`config.mk`:
```
export PLATFORM = sky130hd
export DESIGN_NAME = reg_load_arbiter
export DESIGN_NICKNAME = d
export VERILOG_FILES = /design/src/rtl/reg_load_pkg.sv /design/src/rtl/reg_load_arbiter_rr_pick.sv /design/src/rtl/reg_load_arbiter.sv
export SDC_FILE = /design/constraint.sdc
export NUM_CORES = 1
export LEC_CHECK = 0
export CAP_MARGIN = 20
export CORE_MARGIN = 5
export CORE_UTILIZATION = 51
export DETAILED_ROUTE_END_ITERATION = 8
export PLACE_DENSITY = 0.84
export RECOVER_POWER = 50
export SKIP_CTS_REPAIR_TIMING = 1
export SYNTH_ARGS = -nofsm -noshare
export SYNTH_HDL_FRONTEND = slang
export SYNTH_SLANG_ARGS = --single-unit
```
`constraint.sdc`:
```
create_clock -name CLK -period 8.4 [get_ports CLK]
set_clock_uncertainty 0.2 [all_clocks]
set_input_delay 2.1 -clock CLK [delete_from_list [all_inputs] [get_ports CLK]]
set_output_delay 2.1 -clock CLK [all_outputs]
set_load 0.1 [all_outputs]
```
`src/rtl/reg_load_pkg.sv`:
```
// Shared types and defaults for the round-robin register-load arbiter.
package reg_load_pkg;

  localparam int unsigned DEF_NREQ  = 4;
  localparam int unsigned DEF_WIDTH = 4;

  typedef enum logic [1:0] {
    IDLE = 2'd0,
    LOAD = 2'd1,
    WAIT = 2'd2
  } state_t;

endpackage

```
`src/rtl/reg_load_arbiter_rr_pick.sv`:
```
// Combinational round-robin priority finder: first set request at or after ptr, wrapping.
module rr_pick
  import reg_load_pkg::*;
#(
  parameter int unsigned NREQ = DEF_NREQ,
  parameter int unsigned PW   = $clog2(DEF_NREQ)
) (
  input  logic [NREQ-1:0] req,
  input  logic [PW-1:0]   ptr,
  output logic [NREQ-1:0] onehot,
  output logic [PW-1:0]   idx,
  output logic            valid
);

  int unsigned cand;

  always_comb begin
    onehot = '0;
    idx    = '0;
    valid  = 1'b0;
    cand   = 0;
    for (int unsigned k = 0; k < NREQ; k++) begin
      cand = 32'(ptr) + k;
      if (cand >= NREQ) cand = cand - NREQ;
      if (!valid && req[cand[PW-1:0]]) begin
        valid                  = 1'b1;
        idx                    = cand[PW-1:0];
        onehot[cand[PW-1:0]]   = 1'b1;
      end
    end
  end

endmodule

```
`src/rtl/reg_load_arbiter.sv`:
```
// Round-robin arbiter driving D/L of a shared load register; one load pulse per grant.
// Optional saturating load counter output LOAD_CNT when REG_LOAD_ARB_COUNT_EN is defined.
module reg_load_arbiter
  import reg_load_pkg::*;
#(
  parameter int unsigned NREQ  = DEF_NREQ,
  parameter int unsigned WIDTH = DEF_WIDTH
) (
  input  logic                  CLK,
  input  logic                  RST,
  input  logic [NREQ-1:0]       REQ,
  input  logic [NREQ*WIDTH-1:0] DIN,
  output logic [NREQ-1:0]       GNT,
  output logic [WIDTH-1:0]      D,
  output logic                  L,
  output logic                  BUSY
`ifdef REG_LOAD_ARB_COUNT_EN
  ,
  output logic [7:0]            LOAD_CNT
`endif
);

  localparam int unsigned PW = $clog2(NREQ);

  state_t          state_q, state_d;
  logic [PW-1:0]   ptr_q, ptr_d;
  logic [NREQ-1:0] gnt_d;
  logic [WIDTH-1:0] d_d;
  logic            l_d;
  logic            busy_d;

  logic [NREQ-1:0] win_oh;
  logic [PW-1:0]   win_idx;
  logic            win_valid;

  rr_pick #(
    .NREQ (NREQ),
    .PW   (PW)
  ) u_pick (
    .req    (REQ),
    .ptr    (ptr_q),
    .onehot (win_oh),
    .idx    (win_idx),
    .valid  (win_valid)
  );

  // Every output is computed one cycle ahead and registered, so nothing on
  // REQ/DIN reaches the ports combinationally.
  always_comb begin
    state_d = state_q;
    ptr_d   = ptr_q;
    gnt_d   = '0;
    d_d     = D;
    l_d     = 1'b0;
    case (state_q)
      LOAD: state_d = WAIT;
      IDLE, WAIT: begin
        if (win_valid) begin
          state_d = LOAD;
          gnt_d   = win_oh;
          l_d     = 1'b1;
          d_d     = DIN[win_idx*WIDTH +: WIDTH];
          ptr_d   = (win_idx == PW'(NREQ - 1)) ? '0 : win_idx + 1'b1;
        end else begin
          state_d = IDLE;
        end
      end
      default: state_d = IDLE;
    endcase
    busy_d = (state_d != IDLE);
  end

  always_ff @(posedge CLK) begin
    if (RST) begin
      state_q <= IDLE;
      ptr_q   <= '0;
      GNT     <= '0;
      D       <= '0;
      L       <= 1'b0;
      BUSY    <= 1'b0;
    end else begin
      state_q <= state_d;
      ptr_q   <= ptr_d;
      GNT     <= gnt_d;
      D       <= d_d;
      L       <= l_d;
      BUSY    <= busy_d;
    end
  end

`ifdef REG_LOAD_ARB_COUNT_EN
  always_ff @(posedge CLK) begin
    if (RST) begin
      LOAD_CNT <= '0;
    end else if (state_q == LOAD && LOAD_CNT != 8'hFF) begin
      LOAD_CNT <= LOAD_CNT + 8'd1;
    end
  end
`else
  // no load counter in this build
`endif

endmodule

```
==> flow_summary_export.csv <==
group,metric,value,unit
run_status,status,"finished clean",
placement,dpl.hpwl,2.292,mm
critical_path,cp_slowest_cell,"dlygate4sd3_1",
final_layout,layout_commonest_cell,"clkdlybuf4s50_1",
synth,yosysUniqueCellTypes,46,
critical_path,end_kind,"flip-flop",
pwr,peakVddDrop,229.6,uV
critical_path,cp.required,8.39,ns
hold_path,hold_path_depth,1,
route,drt_iter0_markers,33,
final_layout,antenna_cells,0,
timing,layout_setup_ws,4.078,ns
placement,gp_congestion,0.8410,
synth,ys_seq_area_frac,0.2422,
pwr,p_per_area,352.0,nW/um^2
final_layout,drive_gt1_frac,0.1645,
flow_run,drv_cap,0,
synth,synthesis.area,1157,um^2
global_routing,grt_max_degree,19,
critical_path,crit_family,"compound AO/OA/AOI/OAI gates",
floorplan,start_util,0.5283,
critical_path,crit-reg2reg-launch,"ptr_q[0]",
synth,synthesis.nets,154,
critical_path,regToRegSetupSlack,4.99,ns
placement,placed_area,1451,um^2
critical_path,path_depth,7,
cts,tritoncts,"yes",
timing,tightest_slew,0.9910,ns
global_routing,grtUsageTotal,0.1869,
critical_path,arrival,4.31,ns
critical_path,worstReg2RegEnd,"D[3]",
floorplan,core,2191,um^2
final_layout,stdcell_area,1474,um^2
cts,htree_levels,1,
critical_path,crit_chain,"dlygate4sd3_1, mux4_2, o21bai_4, a21o_4, a32oi_1, o31a_2, o31ai_2",
synth,synth_seq_cells,14,
critical_path,worstPathMaxFanout,11,
placement,port_buffers,31,
timing,fmax,231.4,MHz
hold_path,hp-class,"flip-flop to flip-flop",
timing,rsz0062_at_grt,"false",
final_layout,fillers,175,
final_layout,utilization,0.6728,
critical_path,cp_num_buf_inv,1,
final_layout,area_growth,27.35,%
global_routing,grt_antenna_before_repair,0,
global_routing,grt_pass1_wl,4.795,mm
global_routing,grt_pass1_vias,1031,
hold_path,min_from,"state_q[1]",
hold_path,timing.hold.worst_endpoint,"state_q[1]",
route,drc,0,
cts,numCtsBuffers,3,
route,wire_per_inst,16.15,um
synth,yosys_warnings,0,
pwr,leakagePower,0.5847,nW
floorplan,die_area,3322,um^2
timing,fin_crit_sh,0.5146,
cts,clockBufferDepth,2,
route,drt_pre_antenna_iters,6,
floorplan,die_x,57.64,um
global_routing,overflow,0,
route,via_per_inst,6.000,
synth,synth_cells,127,
final_layout,mostFrequentLayoutCells,"clkdlybuf4s50_1, nor2_1, dfxtp_1, dlygate4sd3_1, nand2_1",
cts,clk_pin_slew,0.08,ns
route,postRouteAntennaNets,0,
timing,tns,0,ns
final_layout,final_nets,181,
cts,clk_latency,0.29,ns
timing,slew_headroom,0.3373,
floorplan,die_y,57.64,um
synth,avgSynthCellArea,9.113,um^2
floorplan,io_pins,32,
critical_path,slowest_delay,0.69,ns
timing,setup_viol,0,
cts,cts_root_buffer,"clkbuf_4",
timing,slew_viol_final,0,
route,vias,1080,
timing,min_period,4.322,ns
placement,place_ws,3.847,ns
timing,hold_viol_final,0,
timing,hold_ws,0.2021,ns
floorplan,row_count,17,
critical_path,r2r_cells,8,
cts,clock_sinks,14,
critical_path,crit_type,"input port to flip-flop",
critical_path,worstSetupStartpointType,"input port",
route,wirelength,2.907,mm
## metrics by stage
| step | cells | total power [W] |
|---|---|---|
| 6_report | 180 | 0.0005188 |
| 5_1_grt | 180 | 0.0005523 |
| 4_1_cts | 180 | 0.0005226 |
| 3_5_place_dp | 177 | 0.0004840 |
| 3_3_place_gp | 177 | 0.0004704 |
| 2_1_floorplan | 127 | 0.0004155 |
## state kept, by name, summed over array words and instances (netlist names)
name / cells
GNT: 4
ptr_q: 2
BUSY: 1
state_q: 2
D: 4
L: 1
## layer usage
| layer | global-route usage | vias to the layer above | routed length [um] |
|---|---|---|---|
| li1 | - | 519 | - |
| met1 | 0.2344 | 512 | 1264 |
| met2 | 0.3016 | 42 | 1428 |
| met3 | 0.04900 | 7 | 148 |
| met4 | 0.07947 | 0 | 65 |
| met5 | 0 | - | 0 |
## final cells by class
cell class	count	area, um^2	share of cell area
Timing Repair Buffer	31	310.3	0.2105
Tap cell	28	35.03	0.02377
Sequential cell	14	280.3	0.1902
Clock buffer	3	22.52	0.01528
Multi-Input combinational cell	100	810.8	0.5501
Inverter	4	15.01	0.01019
## cell usage after synthesis, drive strengths merged
| cell type | count | area share |
|---|---|---|
| nand3 | 1 | 0.0043 |
| a22oi | 4 | 0.026 |
| or3b | 4 | 0.030 |
| mux4 | 2 | 0.039 |
| o22ai | 1 | 0.0054 |
| or2 | 1 | 0.0054 |
| o2111ai | 1 | 0.0076 |
| dfxtp | 14 | 0.24 |
| a221oi | 4 | 0.030 |
| buf | 9 | 0.044 |
| and2 | 1 | 0.0076 |
| a21o | 2 | 0.019 |
| o21ai | 2 | 0.018 |
| o31ai | 3 | 0.032 |
| o21bai | 1 | 0.016 |
| nand3b | 5 | 0.043 |
| or3 | 1 | 0.0054 |
| nor2b | 4 | 0.028 |
| mux2i | 3 | 0.026 |
| ha | 5 | 0.054 |
| a32o | 1 | 0.0086 |
| and3 | 3 | 0.016 |
| o211ai | 2 | 0.017 |
| nor2 | 16 | 0.052 |
| xnor2 | 1 | 0.0076 |
| o31a | 3 | 0.026 |
| nor4 | 2 | 0.011 |
| a211o | 1 | 0.0076 |
| a2bb2oi | 1 | 0.013 |
| inv | 4 | 0.013 |
| nand2 | 11 | 0.049 |
| a32oi | 3 | 0.023 |
| nand2b | 4 | 0.022 |
| o21a | 1 | 0.0065 |
| nor3b | 1 | 0.0065 |
| a21oi | 4 | 0.017 |
| o32a | 1 | 0.019 |
## power breakdown
part | total, W | switching, W | leakage [nW] | internal (W)
sequential | 0.000105 | 0.0000207 | 0.116 | 0.0000846
clock | 0.0000392 | 0.0000225 | 0.0138 | 0.0000167
combinational | 0.000374 | 0.000236 | 0.455 | 0.000138
## how the worst max path moves through the flow
stage | startpoint | endpoint | slack (ns)
after floorplan | REQ[2] | D[1] | 4.47
after global placement | REQ[1] | D[3] | 3.90
after detailed placement | REQ[1] | D[3] | 3.85
after CTS | REQ[1] | D[3] | 4.16
after global routing | REQ[1] | D[3] | 4.01
final | REQ[1] | D[3] | 4.08
## cells by family (layout without fill, tap and decap cells)
| logic type | Yosys count | count (layout) | synth area share |
|---|---|---|---|
| AND/OR/NAND/NOR | 54 | 54 | 0.2800 |
| AO/OA/AOI/OAI | 35 | 35 | 0.2941 |
| multiplexers | 5 | 5 | 0.06486 |
| buffers and inverters | 13 | 38 | 0.05729 |
| flip-flops | 14 | 14 | 0.2422 |
| adder cells (fa/ha/maj) | 5 | 5 | 0.05405 |
| XOR/XNOR | 1 | 1 | 0.007569 |
Note: power is estimated with default switching activity, not from simulation.
